## src/rtl/apb_requester_if.sv

```systemverilog
// Bundle of command, response and APB signals around the APB requester.
// master = requester side; slave = command source plus APB completer side.
interface apb_requester_if #(
  parameter int unsigned ADDR_WIDTH = 32,
  parameter int unsigned DATA_WIDTH = 32
);
  localparam int unsigned STRB_WIDTH = DATA_WIDTH / 8;
  localparam int unsigned WAIT_WIDTH = 8;

  logic                  cmd_valid;
  logic                  cmd_ready;
  logic                  cmd_write;
  logic [ADDR_WIDTH-1:0] cmd_addr;
  logic [DATA_WIDTH-1:0] cmd_wdata;
  logic [STRB_WIDTH-1:0] cmd_strb;
  logic [2:0]            cmd_prot;

  logic                  rsp_valid;
  logic [DATA_WIDTH-1:0] rsp_rdata;
  logic                  rsp_err;
  logic [WAIT_WIDTH-1:0] rsp_wait;

  logic                  PSEL;
  logic                  PENABLE;
  logic                  PWRITE;
  logic [ADDR_WIDTH-1:0] PADDR;
  logic [DATA_WIDTH-1:0] PWDATA;
  logic [STRB_WIDTH-1:0] PSTRB;
  logic [2:0]            PPROT;
  logic                  PREADY;
  logic [DATA_WIDTH-1:0] PRDATA;
  logic                  PSLVERR;

  modport master (
    input  cmd_valid, cmd_write, cmd_addr, cmd_wdata, cmd_strb, cmd_prot,
    output cmd_ready,
    output rsp_valid, rsp_rdata, rsp_err, rsp_wait,
    output PSEL, PENABLE, PWRITE, PADDR, PWDATA, PSTRB, PPROT,
    input  PREADY, PRDATA, PSLVERR
  );

  modport slave (
    output cmd_valid, cmd_write, cmd_addr, cmd_wdata, cmd_strb, cmd_prot,
    input  cmd_ready,
    input  rsp_valid, rsp_rdata, rsp_err, rsp_wait,
    input  PSEL, PENABLE, PWRITE, PADDR, PWDATA, PSTRB, PPROT,
    output PREADY, PRDATA, PSLVERR
  );
endinterface

```

## src/rtl/apb_requester.sv

```systemverilog
// APB4 requester: turns a valid/ready command stream into IDLE->SETUP->ACCESS
// transfers and returns a one-cycle response pulse per completed transfer.
module apb_requester #(
  parameter int unsigned ADDR_WIDTH = 32,
  parameter int unsigned DATA_WIDTH = 32
) (
  input  logic             PCLK,
  input  logic             PRESET,
  apb_requester_if.master  bus
);
  localparam int unsigned STRB_WIDTH = DATA_WIDTH / 8;
  localparam int unsigned WAIT_WIDTH = 8;

  typedef enum logic [1:0] {
    IDLE   = 2'd0,
    SETUP  = 2'd1,
    ACCESS = 2'd2
  } state_t;

  state_t                state;
  state_t                state_next;
  logic                  accept;
  logic                  complete;
  logic [WAIT_WIDTH-1:0] wait_cnt;

  // Next state and the combinational handshake; reset forces cmd_ready low.
  always_comb begin
    state_next    = state;
    bus.cmd_ready = 1'b0;
    complete      = 1'b0;
    case (state)
      IDLE:   bus.cmd_ready = !PRESET;
      SETUP:  state_next = ACCESS;
      ACCESS: begin
        if (bus.PREADY) begin
          complete      = 1'b1;
          bus.cmd_ready = !PRESET;
          state_next    = IDLE;
        end
      end
      default: state_next = IDLE;
    endcase
    accept = bus.cmd_valid && bus.cmd_ready;
    if (accept) begin
      state_next = SETUP;
    end
  end

  // State register plus all registered APB and response outputs.
  always_ff @(posedge PCLK) begin
    if (PRESET) begin
      state         <= IDLE;
      bus.PSEL      <= 1'b0;
      bus.PENABLE   <= 1'b0;
      bus.PWRITE    <= 1'b0;
      bus.PADDR     <= '0;
      bus.PWDATA    <= '0;
      bus.PSTRB     <= '0;
      bus.PPROT     <= '0;
      wait_cnt      <= '0;
      bus.rsp_valid <= 1'b0;
      bus.rsp_rdata <= '0;
      bus.rsp_err   <= 1'b0;
      bus.rsp_wait  <= '0;
    end else begin
      state       <= state_next;
      bus.PSEL    <= (state_next != IDLE);
      bus.PENABLE <= (state_next == ACCESS);

      // Address-phase fields change only at accept; reads drive no data/strobes.
      if (accept) begin
        bus.PADDR  <= bus.cmd_addr;
        bus.PWRITE <= bus.cmd_write;
        bus.PPROT  <= bus.cmd_prot;
        bus.PWDATA <= bus.cmd_write ? bus.cmd_wdata : DATA_WIDTH'(0);
        bus.PSTRB  <= bus.cmd_write ? bus.cmd_strb  : STRB_WIDTH'(0);
        wait_cnt   <= '0;
      end else if (state == ACCESS && !bus.PREADY && wait_cnt != '1) begin
        wait_cnt <= wait_cnt + WAIT_WIDTH'(1);
      end

      bus.rsp_valid <= complete;
      if (complete) begin
        bus.rsp_rdata <= bus.PWRITE ? DATA_WIDTH'(0) : bus.PRDATA;
        bus.rsp_err   <= bus.PSLVERR;
        bus.rsp_wait  <= wait_cnt;
      end
    end
  end
endmodule

```

## src/flat_wrapper.sv

```systemverilog
// flat-port wrapper written by rule: the top's interface ports become plain ports
module apb_requester_flat 
#(
  parameter int unsigned ADDR_WIDTH = 32,
  parameter int unsigned DATA_WIDTH = 32
)
  (PCLK, PRESET, bus_cmd_valid, bus_cmd_write, bus_cmd_addr, bus_cmd_wdata, bus_cmd_strb, bus_cmd_prot, bus_cmd_ready, bus_rsp_valid, bus_rsp_rdata, bus_rsp_err, bus_rsp_wait, bus_PSEL, bus_PENABLE, bus_PWRITE, bus_PADDR, bus_PWDATA, bus_PSTRB, bus_PPROT, bus_PREADY, bus_PRDATA, bus_PSLVERR);
  apb_requester_if #(.ADDR_WIDTH(ADDR_WIDTH), .DATA_WIDTH(DATA_WIDTH)) bus_i ();
  input  logic PCLK;
  input  logic PRESET;
  input wire logic [$bits(bus_i.cmd_valid)-1:0] bus_cmd_valid;
  input wire logic [$bits(bus_i.cmd_write)-1:0] bus_cmd_write;
  input wire logic [$bits(bus_i.cmd_addr)-1:0] bus_cmd_addr;
  input wire logic [$bits(bus_i.cmd_wdata)-1:0] bus_cmd_wdata;
  input wire logic [$bits(bus_i.cmd_strb)-1:0] bus_cmd_strb;
  input wire logic [$bits(bus_i.cmd_prot)-1:0] bus_cmd_prot;
  output wire logic [$bits(bus_i.cmd_ready)-1:0] bus_cmd_ready;
  output wire logic [$bits(bus_i.rsp_valid)-1:0] bus_rsp_valid;
  output wire logic [$bits(bus_i.rsp_rdata)-1:0] bus_rsp_rdata;
  output wire logic [$bits(bus_i.rsp_err)-1:0] bus_rsp_err;
  output wire logic [$bits(bus_i.rsp_wait)-1:0] bus_rsp_wait;
  output wire logic [$bits(bus_i.PSEL)-1:0] bus_PSEL;
  output wire logic [$bits(bus_i.PENABLE)-1:0] bus_PENABLE;
  output wire logic [$bits(bus_i.PWRITE)-1:0] bus_PWRITE;
  output wire logic [$bits(bus_i.PADDR)-1:0] bus_PADDR;
  output wire logic [$bits(bus_i.PWDATA)-1:0] bus_PWDATA;
  output wire logic [$bits(bus_i.PSTRB)-1:0] bus_PSTRB;
  output wire logic [$bits(bus_i.PPROT)-1:0] bus_PPROT;
  input wire logic [$bits(bus_i.PREADY)-1:0] bus_PREADY;
  input wire logic [$bits(bus_i.PRDATA)-1:0] bus_PRDATA;
  input wire logic [$bits(bus_i.PSLVERR)-1:0] bus_PSLVERR;
  assign bus_i.cmd_valid = bus_cmd_valid;
  assign bus_i.cmd_write = bus_cmd_write;
  assign bus_i.cmd_addr = bus_cmd_addr;
  assign bus_i.cmd_wdata = bus_cmd_wdata;
  assign bus_i.cmd_strb = bus_cmd_strb;
  assign bus_i.cmd_prot = bus_cmd_prot;
  assign bus_cmd_ready = bus_i.cmd_ready;
  assign bus_rsp_valid = bus_i.rsp_valid;
  assign bus_rsp_rdata = bus_i.rsp_rdata;
  assign bus_rsp_err = bus_i.rsp_err;
  assign bus_rsp_wait = bus_i.rsp_wait;
  assign bus_PSEL = bus_i.PSEL;
  assign bus_PENABLE = bus_i.PENABLE;
  assign bus_PWRITE = bus_i.PWRITE;
  assign bus_PADDR = bus_i.PADDR;
  assign bus_PWDATA = bus_i.PWDATA;
  assign bus_PSTRB = bus_i.PSTRB;
  assign bus_PPROT = bus_i.PPROT;
  assign bus_i.PREADY = bus_PREADY;
  assign bus_i.PRDATA = bus_PRDATA;
  assign bus_i.PSLVERR = bus_PSLVERR;
  apb_requester #(.ADDR_WIDTH(ADDR_WIDTH), .DATA_WIDTH(DATA_WIDTH)) u_core (.PCLK(PCLK), .PRESET(PRESET), .bus(bus_i));
endmodule
```

## config.mk

```make
export PLATFORM = sky130hd
export DESIGN_NAME = apb_requester_flat
export DESIGN_NICKNAME = d
export VERILOG_FILES = /design/src/rtl/apb_requester_if.sv /design/src/rtl/apb_requester.sv /design/src/flat_wrapper.sv
export SDC_FILE = /design/constraint.sdc
export NUM_CORES = 1
export LEC_CHECK = 0
export CAP_MARGIN = 20
export CORE_AREA = 4 4 118 97
export DETAILED_ROUTE_END_ITERATION = 6
export DIE_AREA = 0 0 122 101
export PLACE_DENSITY = 0.84
export SETUP_SLACK_MARGIN = 0.4
export SKIP_CTS_REPAIR_TIMING = 1
export SYNTH_ARGS = -nofsm -noshare
export SYNTH_HDL_FRONTEND = slang
export SYNTH_SLANG_ARGS = --single-unit
```

## constraint.sdc

```tcl
create_clock -name PCLK -period 2.4 [get_ports PCLK]
set_clock_uncertainty 0.15 [all_clocks]
set_input_delay 0.48 -clock PCLK [delete_from_list [all_inputs] [get_ports PCLK]]
set_output_delay 0.48 -clock PCLK [all_outputs]
set_load 0.01 [all_outputs]
```

After elaboration in Yosys (flattened, before gate mapping)
Cells that the tools add are included.
W data, S select, Z words.
Storage, ports and cells
  register bits after elaboration: 126
  input port bits: 109
  logic and storage cells: 36
  output and inout bits: 117
Operators by class
  reductions and logical operators: 8
  muxes and demuxes: 10
  equality and inequality tests: 4
  add/sub/neg operators: 1
Operators by type and width (number)
  $mux W32: 2
  $add A8 B1 Y8 const B: 1
  $ne A8 B8 Y1 const B: 1
  $pmux W2 S3: 1
  $eq A2 B2 Y1 const B: 2
  $mux W2: 2
  $mux W4: 1
  $logic_and A1 B1 Y1: 3
  $mux W1: 3
  $eq A2 B1 Y1 const B: 1
  $logic_not A1 Y1: 2
  $logic_not A2 Y1: 1
  $pmux W1 S2: 1
  $reduce_bool A2 Y1: 1
  $reduce_or A2 Y1: 1

Logic depth before layout (Yosys ltp)
Gate-level depths: netlist (run 1).
  depth after elaboration: 6
  depth in mapped cells: 7

Worst setup path after synthesis (run 1)
Ideal clock, no wire load.
  path type: input port to flip-flop
  from: in bus_PREADY
  to: reg u_core.bus.PWDATA[25]
  arrival time: 1.480 ns
  setup time: 0.117 ns
  data required time: 2.133 ns
  cell stages on the path: 7
  slack: 0.653 ns
  cell sequence: nand2b_1 -> nand3_2 -> inv_2 -> and2_1 -> buf_4 -> buf_4 -> a22o_1
Between the ends
  longest elaborated chain between the ends: 3
RTL lines
  start, declared: line flat_wrapper.sv:29  | input wire logic [$bits(bus_i.PREADY)-1:0] bus_PREADY;
  $mux W1: line apb_requester.sv:35  | if (bus.PREADY) begin
  $pmux W1 S2: line apb_requester.sv:31  | case (state)
  $logic_and A1 B1 Y1: line apb_requester.sv:43  | accept = bus.cmd_valid && bus.cmd_ready;
  end signal, assigned: line apb_requester.sv:75  | bus.PWDATA <= bus.cmd_write ? bus.cmd_wdata : DATA_WIDTH'(0);
  end, declared: line apb_requester_if.sv:38  | output PSEL, PENABLE, PWRITE, PADDR, PWDATA, PSTRB, PPROT,
Every way passes these cells.
A chain may end at the register's enable or synchronous reset.

Final worst setup path (run 1)
  from: in bus_PREADY
  to: out bus_cmd_ready
Between the ends
  longest elaborated chain between the ends: 2
RTL lines
  $mux W1: line apb_requester.sv:35
  $pmux W1 S2: line apb_requester.sv:31
  end, declared: line flat_wrapper.sv:17  | output wire logic [$bits(bus_i.cmd_ready)-1:0] bus_cmd_ready;
Every way passes these cells.

==> impl_metrics.ini, run 1 <==
[outcome]
outcome = finished, final reports clean

[place]
dp_hpwl_um = 9680
io_buffers = 225
placedCellCount = 752
dpl_cell_area_sq_um = 6730
gp_congestion = 0.850
post-place-ws_ns = -0.0102

[critical_path]
end_kind = output pin
reg2regPathDepth = 5
rr_endpoint = u_core.wait_cnt[5]
path_class = input pin to output pin
crit_end = bus_cmd_ready
start_kind = input pin
critPathRequiredTime_ns = 1.77
crit_start = bus_PREADY
r2r-start = u_core.state[1]
cp.arrival_ns = 1.41
cp_max_fo = 3
rrSetupSlack_ns = 0.69

[drt]
viasPerCell = 5.01
first_pass_iters = 4
drt-total-wl_um = 13500
post-route-drc-count = 0
drtIter0Drc = 273
antenna_left = 0
wl_per_cell_um = 17.2
vias = 3920

[power]
ir_drop_mv = 0.498
total_power_mw = 5.56
powerDensity_nw_per_um2 = 754
p_leak_nw = 3.08

[timing]
layout_setup_ws_ns = 0.357
tightest_slew_ns = 0.430
min_period_over_period = 0.851
rsz0062_at_grt = true
hold_viol_final = 0
fin_crit_ns = 2.04
fin_tns_setup_ns = 0
clock.fmax_ghz = 0.489
setup_violations = 0
maxSlewHeadroom = 0.710
slew_violations = 0

[finish]
drive_gt1_frac = 0.0809
finalNonFillerCells = 783
ff_latch_area_sq_um = 2520
n_fill_cell = 727
antenna_cells = 0
multi_input_area_sq_um = 1610
fin_area_sq_um = 7380
area_delta_synth_final_pct = 73.9
nNetsFinal = 741

[cts]
clk_latency_ns = 0.40
cts_buffers = 17
cts_root_buf = clkbuf_16
cts_tree = yes
cts.sinks = 126
clk_path_buf_depth = 2
htree_num_levels = 4
clkTransAtPathRegs_ns = 0.05

[synthesis]
ys_warn_count = 0
yosys-top-cells-count = dfxtp_1, nand2_1, a22o_1, nand3b_1, clkbuf_1
ys_seq_area_frac = 0.595
syn_area_sq_um = 4240
ys.flop_type = dfxtp_1
yosysMostFrequentCell = dfxtp_1
synth_edf_count = 0
synth_cells = 400
async_flop_share = 0
netlist.area_leader.share = 0.595
syn_area_per_cell_sq_um = 10.6
synth_nets = 510
synth-seq-cells = 126
yosys.area.top_type = dfxtp_1
synth.area.top_cells = dfxtp_1, a22o_1, nand2_1
synth_cell_types = 39

[floorplan]
placementRows = 33
die_w_um = 122
coreArea_sq_um = 10200
io-pin-count = 226
die_area_sq_um = 12300
die_h_um = 101
start_util = 0.416

[hold_path]
hold_path_class = flip-flop to flip-flop

[global_route]
grt_max_degree = 40
antenna_found_initial = 0
grt_overflow = 0
grt_pass1_wl_um = 20900
grt_pass1_vias = 4120
grt_usage = 0.218

[job]
maxCapViolations = 0
[power breakdown]
group | leakage, nW | switching, mW | internal, mW | total (mW)
clock | 0.301 | 0.904 | 1.81 | 2.72
combinational | 1.75 | 0.231 | 0.379 | 0.610
sequential | 1.03 | 0.0506 | 2.18 | 2.23
total | 3.08 | 1.19 | 4.38 | 5.56
[how the worst min path moves through the flow]
stage / startpoint / endpoint / slack, ns / cells past startpoint
6_report: u_core.bus.PADDR[4] / u_core.bus.PADDR[4] / 0.32 / 2
5_1_grt: u_core.bus.PADDR[4] / u_core.bus.PADDR[4] / 0.34 / 2
4_1_cts: u_core.bus.PADDR[4] / u_core.bus.PADDR[4] / 0.33 / 2
3_5_place_dp: u_core.bus.rsp_rdata[29] / u_core.bus.rsp_rdata[29] / 0.31 / 1
3_3_place_gp: u_core.bus.PPROT[2] / u_core.bus.PPROT[2] / 0.31 / 2
2_1_floorplan: u_core.wait_cnt[1] / u_core.wait_cnt[1] / 0.32 / 2
[cell type report]
type,instances,area share
Sequential cell,126,0.342
Timing Repair Buffer,239,0.329
Multi-Input combinational cell,244,0.218
Clock buffer,21,0.0638
Tap cell,140,0.0237
Clock inverter,10,0.0219
Inverter,3,0.00153
[flip-flops by register name, summed over array words and instances, names as in the netlist]
name,flops
u_core.bus.PADDR,32
u_core.bus.PENABLE,1
u_core.bus.PPROT,3
u_core.bus.PSEL,1
u_core.bus.PSTRB,4
u_core.bus.PWDATA,32
u_core.bus.PWRITE,1
u_core.bus.rsp_err,1
u_core.bus.rsp_rdata,32
u_core.bus.rsp_valid,1
u_core.bus.rsp_wait,8
u_core.state,2
u_core.wait_cnt,8
[stage by stage]
step / util / hold WS, ns
global placement: 0.657 / 0.308
detailed placement: 0.660 / 0.313
floorplan: - / 0.316
CTS: 0.722 / 0.326
finish: 0.724 / 0.324
global route: 0.724 / 0.340
[metal layers]
metal | GRT usage | vias up | wire length [um]
met1 | 0.244 | 1861 | 5320
met2 | 0.360 | 153 | 6690
met3 | 0.0948 | 24 | 1110
met5 | 0 | - | 0
met4 | 0.0982 | 0 | 321
li1 | - | 1882 | -
[worst max-delay path: stages]
cell and delay [ns]:
clkdlybuf4s50_1 0.45, nand2b_1 0.17, and2_1 0.14, dlymetal6s2s_1 0.17
[cells by family after synthesis]
| kind of cell | Yosys count | share of synthesized area |
|---|---|---|
| buffers and inverters | 30 | 0.0327 |
| xor gates and xnor gates | 2 | 0.00413 |
| muxes | 9 | 0.0212 |
| DFF | 126 | 0.595 |
| AOI/OAI and AO/OA | 86 | 0.169 |
| adders and majority gates | 1 | 0.00295 |
| and+or+nand+nor | 146 | 0.176 |
[placed cells by master (no fill, tap or decap), types with 2 or more instances in the layout]
cell             count
a31oi_1              2
nand3b_1            35
and3_1               2
nor3b_1              2
clkbuf_8             3
and2_1               2
o21ai_0              2
buf_4               10
clkinvlp_4           3
nor3_1               2
nor2_1              15
dfxtp_1            126
clkinv_2             2
mux2i_1              9
nand3_1              4
dlymetal6s2s_1       6
a21oi_1              5
clkdlybuf4s50_1    219
a22o_1              68
buf_12               3
clkbuf_16           17
nand2_1             73
bufinv_16            4
nand2b_1             2
inv_1                2
Note: power is estimated with default switching activity, not from simulation.
==> inputs of run 2 (changes only) <==
--- a/config.mk
+++ b/config.mk
@@ -9,7 +9,7 @@
 export CORE_AREA = 4 4 118 97
 export DETAILED_ROUTE_END_ITERATION = 6
 export DIE_AREA = 0 0 122 101
-export PLACE_DENSITY = 0.84
+export PLACE_DENSITY_LB_ADDON = 0.3
 export SETUP_SLACK_MARGIN = 0.4
 export SKIP_CTS_REPAIR_TIMING = 1
 export SYNTH_ARGS = -nofsm -noshare
==> impl_metrics.ini, run 2 (synthesized netlist as in run 1, its figures left out) <==
[outcome]
outcome = finished, final reports clean

[critical_path]
path_class = input pin to output pin
end_kind = output pin
critPathRequiredTime_ns = 1.77
start_kind = input pin
cp_max_fo = 3
reg2regPathDepth = 5
cp_slowest_cell = clkdlybuf4s50_1
rrSetupSlack_ns = 0.70
r2r-start = u_core.wait_cnt[0]
crit_chain = clkdlybuf4s50_1, nor2_1, and2_1, clkbuf_2
cp.arrival_ns = 1.33
rr_endpoint = u_core.wait_cnt[0]
critPathMaxStageDelay_ns = 0.50

[drt]
antenna_left = 0
post-route-drc-count = 0
vias = 3870
drtIter0Drc = 183
first_pass_iters = 4
drt-total-wl_um = 13100
wl_per_cell_um = 16.7
viasPerCell = 4.94

[power]
p_switching_mw = 1.22
p_leak_nw = 3.04
ir_drop_mv = 0.513
clkPwrFrac = 0.491
combPwrFrac = 0.109
seqPwrFrac = 0.400
total_power_mw = 5.58
p_int_mw = 4.36
powerDensity_nw_per_um2 = 757
swShare = 0.219

[timing]
setup_violations = 0
layout_setup_ws_ns = 0.436
slew_violations = 0
hold_viol_final = 0
tightest_slew_ns = 0.441
clock.fmax_ghz = 0.509
rsz0062_at_grt = true
min_period_over_period = 0.818
maxSlewHeadroom = 0.703
fin_crit_ns = 1.96

[finish]
layout_common_cells = clkdlybuf4s50_1, dfxtp_1, nand2_1
n_fill_cell = 742
antenna_cells = 0
reg_top3 = u_core.bus.PADDR: 32 flops, u_core.bus.PWDATA: 32 flops, u_core.bus.rsp_rdata: 32 flops
mostFrequentLayoutCell = clkdlybuf4s50_1
nNetsFinal = 741
area_delta_synth_final_pct = 73.8
drive_gt1_frac = 0.0870

[cts]
clkTransAtPathRegs_ns = 0.06
cts.sinks = 126
clk_path_buf_depth = 2
clk_latency_ns = 0.40
cts_root_buf = clkbuf_16
cts_tree = yes
htree_num_levels = 4
cts_buffers = 17

[hold_path]
hold_start = u_core.bus.PADDR[25]
hold_path_class = flip-flop to flip-flop
holdPathEnd = u_core.bus.PADDR[25]
hold_path_depth = 2

[place]
dp_hpwl_um = 9260
io_buffers = 225
post-place-ws_ns = -0.193
gp_congestion = 0.775

[floorplan]
die_h_um = 101
coreArea_sq_um = 10200
die_area_sq_um = 12300
placementRows = 33
start_util = 0.416
io-pin-count = 226
die_w_um = 122

[global_route]
antenna_found_initial = 0
grt_pass1_wl_um = 20700
grt_usage = 0.214
grt_overflow = 0
grt_max_degree = 40
grt_pass1_vias = 4105

[job]
maxCapViolations = 0
## run 2: changes by cell type in the layout (fill, tap and decap cells not counted)
cell             change
dlymetal6s2s_1       -2
inv_6                +2
buf_12               -1
buf_4                +1
clkbuf_1             -1
clkbuf_2             +1
clkbuf_8             -1
clkdlybuf4s50_1      +1
clkinvlp_4           +1
nand2b_1             -1
nand2b_4             +1
## run 2: area by class of cell
class	instances	area (sq um)	area share
Sequential cell	126	2520	0.342
Timing Repair Buffer	239	2410	0.327
Clock inverter	13	186	0.0253
Inverter	3	11.3	0.00153
Multi-Input combinational cell	244	1620	0.219
Tap cell	140	175	0.0238
Clock buffer	19	453	0.0614
## run 2: power by group through the flow
stage                     clock network [mW]  logic (mW)  registers, mW
after floorplan                            0       0.153           2.31
after global placement                     0       0.598           2.27
after detailed placement                   0       0.608           2.27
after CTS                               2.79       0.614           2.23
after global routing                    2.87       0.648           2.24
final                                   2.74       0.607           2.23
## run 2: worst max path at each step
| stage | startpoint | to | slack, ns | cells after the start |
|---|---|---|---|---|
| floorplan | bus_PREADY | u_core.bus.PWDATA[25] | 0.65 | 7 |
| global placement | bus_PREADY | u_core.bus.rsp_rdata[23] | -0.08 | 4 |
| detailed placement | bus_PREADY | u_core.bus.rsp_rdata[25] | -0.19 | 4 |
| CTS | bus_PREADY | bus_cmd_ready | -0.04 | 4 |
| global route | PRESET | bus_cmd_ready | 0.36 | 4 |
| finish | PRESET | bus_cmd_ready | 0.44 | 4 |
## run 2: per-layer routing
layer | GRT usage | vias to the layer above | wire (um)
met5 | 0 | - | 0
met4 | 0.0896 | 0 | 287
met3 | 0.0713 | 21 | 879
met2 | 0.364 | 129 | 6630
met1 | 0.249 | 1837 | 5310
li1 | - | 1883 | -
## run 2: worst max-delay path: cells and delay by family
family | cells | cell delay, ns
buffers and inverters | 2 | 0.63
and+or+nand+nor | 2 | 0.23
## run 2: per-stage QoR
step	hold slack, ns	utilization	instances	instance area (sq um)	setup TNS [ns]
global placement	0.309	0.656	751	6690	-2.55
finish	0.319	0.723	784	7370	0
floorplan	0.316	-	400	4240	0
global route	0.340	0.723	784	7370	0
detailed placement	0.309	0.656	751	6690	-5.50
CTS	0.323	0.719	783	7330	-0.0387
==> inputs of run 3 (changes only) <==
--- a/config.mk
+++ b/config.mk
@@ -6,9 +6,9 @@
 export NUM_CORES = 1
 export LEC_CHECK = 0
 export CAP_MARGIN = 20
-export CORE_AREA = 4 4 118 97
+export CORE_AREA = 4 4 122 101
 export DETAILED_ROUTE_END_ITERATION = 6
-export DIE_AREA = 0 0 122 101
+export DIE_AREA = 0 0 126 105
 export PLACE_DENSITY_LB_ADDON = 0.3
 export SETUP_SLACK_MARGIN = 0.4
 export SKIP_CTS_REPAIR_TIMING = 1
==> constraint.sdc (replaced) <==
create_clock -name PCLK -period 2 [get_ports PCLK]
set_clock_uncertainty 0.15 [all_clocks]
set_input_delay 0.4 -clock PCLK [delete_from_list [all_inputs] [get_ports PCLK]]
set_output_delay 0.4 -clock PCLK [all_outputs]
set_load 0.01 [all_outputs]
==> impl_metrics.ini, run 3 (synthesized netlist as in run 1, its figures left out) <==
[outcome]
outcome = finished, final reports clean

[cts]
clk_path_buf_depth = 2
clkTransAtPathRegs_ns = 0.06
clk_latency_ns = 0.41
cts_tree = yes
cts.sinks = 126
cts_buffers = 17
cts_root_buf = clkbuf_16
htree_num_levels = 4

[critical_path]
crit_chain = buf_6, nand2b_4, and2_1, dlymetal6s2s_1
cp_max_fo = 2
critPathRequiredTime_ns = 1.45
rrSetupSlack_ns = 0.35
path_class = flip-flop to output pin
critPathMaxStageDelay_ns = 0.33
start_kind = flip-flop
cp_slowest_cell = dfxtp_2
end_kind = output pin
cp.arrival_ns = 1.19

[timing]
rsz0062_at_grt = true
slew_violations = 0
min_period_over_period = 0.871
hold_viol_final = 0
tightest_slew_ns = 0.366
maxSlewHeadroom = 0.756
setup_violations = 0
clock.fmax_ghz = 0.574
hold-worst-slack_ns = 0.317
fin_crit_ns = 1.74

[floorplan]
die_area_sq_um = 13200
placementRows = 35
start_util = 0.378
coreArea_sq_um = 11200
die_w_um = 126
die_h_um = 105
io-pin-count = 226

[global_route]
antenna_found_initial = 1
grt_usage = 0.192
grt_pass1_vias = 4037
grt_pass1_wl_um = 20300
grt_max_degree = 42
grt_overflow = 0

[hold_path]
hold_path_class = flip-flop to flip-flop

[place]
gp_congestion = 0.780
io_buffers = 225
dp_hpwl_um = 9310
placedCellCount = 766

[power]
powerDensity_nw_per_um2 = 846
ir_drop_mv = 0.523
p_leak_nw = 5.18

[drt]
drtIter0Drc = 202
viasPerCell = 4.95
antenna_left = 0
first_pass_iters = 4
wl_per_cell_um = 17.6
drt-total-wl_um = 14300
vias = 4019
post-route-drc-count = 0

[finish]
drive_gt1_frac = 0.140
mostFrequentLayoutCell = dfxtp_1
area_delta_synth_final_pct = 89.2
antenna_cells = 0
finalNonFillerCells = 812
n_fill_cell = 795
reg_top3 = u_core.bus.PADDR: 32 flops, u_core.bus.PWDATA: 32 flops, u_core.bus.rsp_rdata: 32 flops
layout_common_cells = dfxtp_1, dlymetal6s2s_1, clkdlybuf4s50_1
nNetsFinal = 761

[job]
maxCapViolations = 0
## run 3: final cells by class
cell class | count | area, sq um | share of cell area
Clock buffer | 20 | 467 | 0.0581
Clock inverter | 12 | 184 | 0.0229
Inverter | 3 | 11.3 | 0.00140
Multi-Input combinational cell | 244 | 1670 | 0.208
Sequential cell | 126 | 2530 | 0.315
Tap cell | 148 | 185 | 0.0231
Timing Repair Buffer | 259 | 2980 | 0.371
## run 3: power breakdown
part           internal, mW  total, mW  switching (mW)
sequential             2.62       2.68          0.0565
clock                  2.19       3.34            1.14
combinational         0.483      0.784           0.301
## run 3: critical path, delay by kind of cell, from the launching register on
kind / cells / cell delay, ns
flip-flops: 1 / 0.33
buffers and inverters: 2 / 0.27
AND/OR/NAND/NOR: 2 / 0.18
## run 3: path summary, 6_finish.rpt
check,depth (start not counted),endpoint,startpoint
setup reg to reg,6,u_core.wait_cnt[6],u_core.state[1]
hold / removal,2,u_core.bus.PADDR[5],u_core.bus.PADDR[5]
setup / recovery,4,bus_cmd_ready,u_core.state[1]
hold reg to reg,2,u_core.bus.PADDR[5],u_core.bus.PADDR[5]
## run 3: routing by layer
layer / vias to the layer above / GRT usage / wire length [um]
li1: 1927 / - / -
met1: 1878 / 0.203 / 5420
met2: 185 / 0.330 / 7190
met3: 27 / 0.0986 / 1340
met4: 2 / 0.0628 / 284
met5: - / 0 / 12
## run 3: through the flow
step / cell area, sq um / total power, mW / setup WS (ns) / setup TNS (ns) / util
finish: 8030 / 6.79 / 0.257 / 0 / 0.716
global route: 8030 / 7.02 / 0.214 / 0 / 0.716
CTS: 7460 / 6.82 / -0.296 / -0.296 / 0.665
detailed placement: 6810 / 3.47 / -0.284 / -9.29 / 0.607
global placement: 6780 / 3.45 / -0.444 / -19.66 / 0.605
floorplan: 4250 / 2.96 / 0.418 / 0 / -
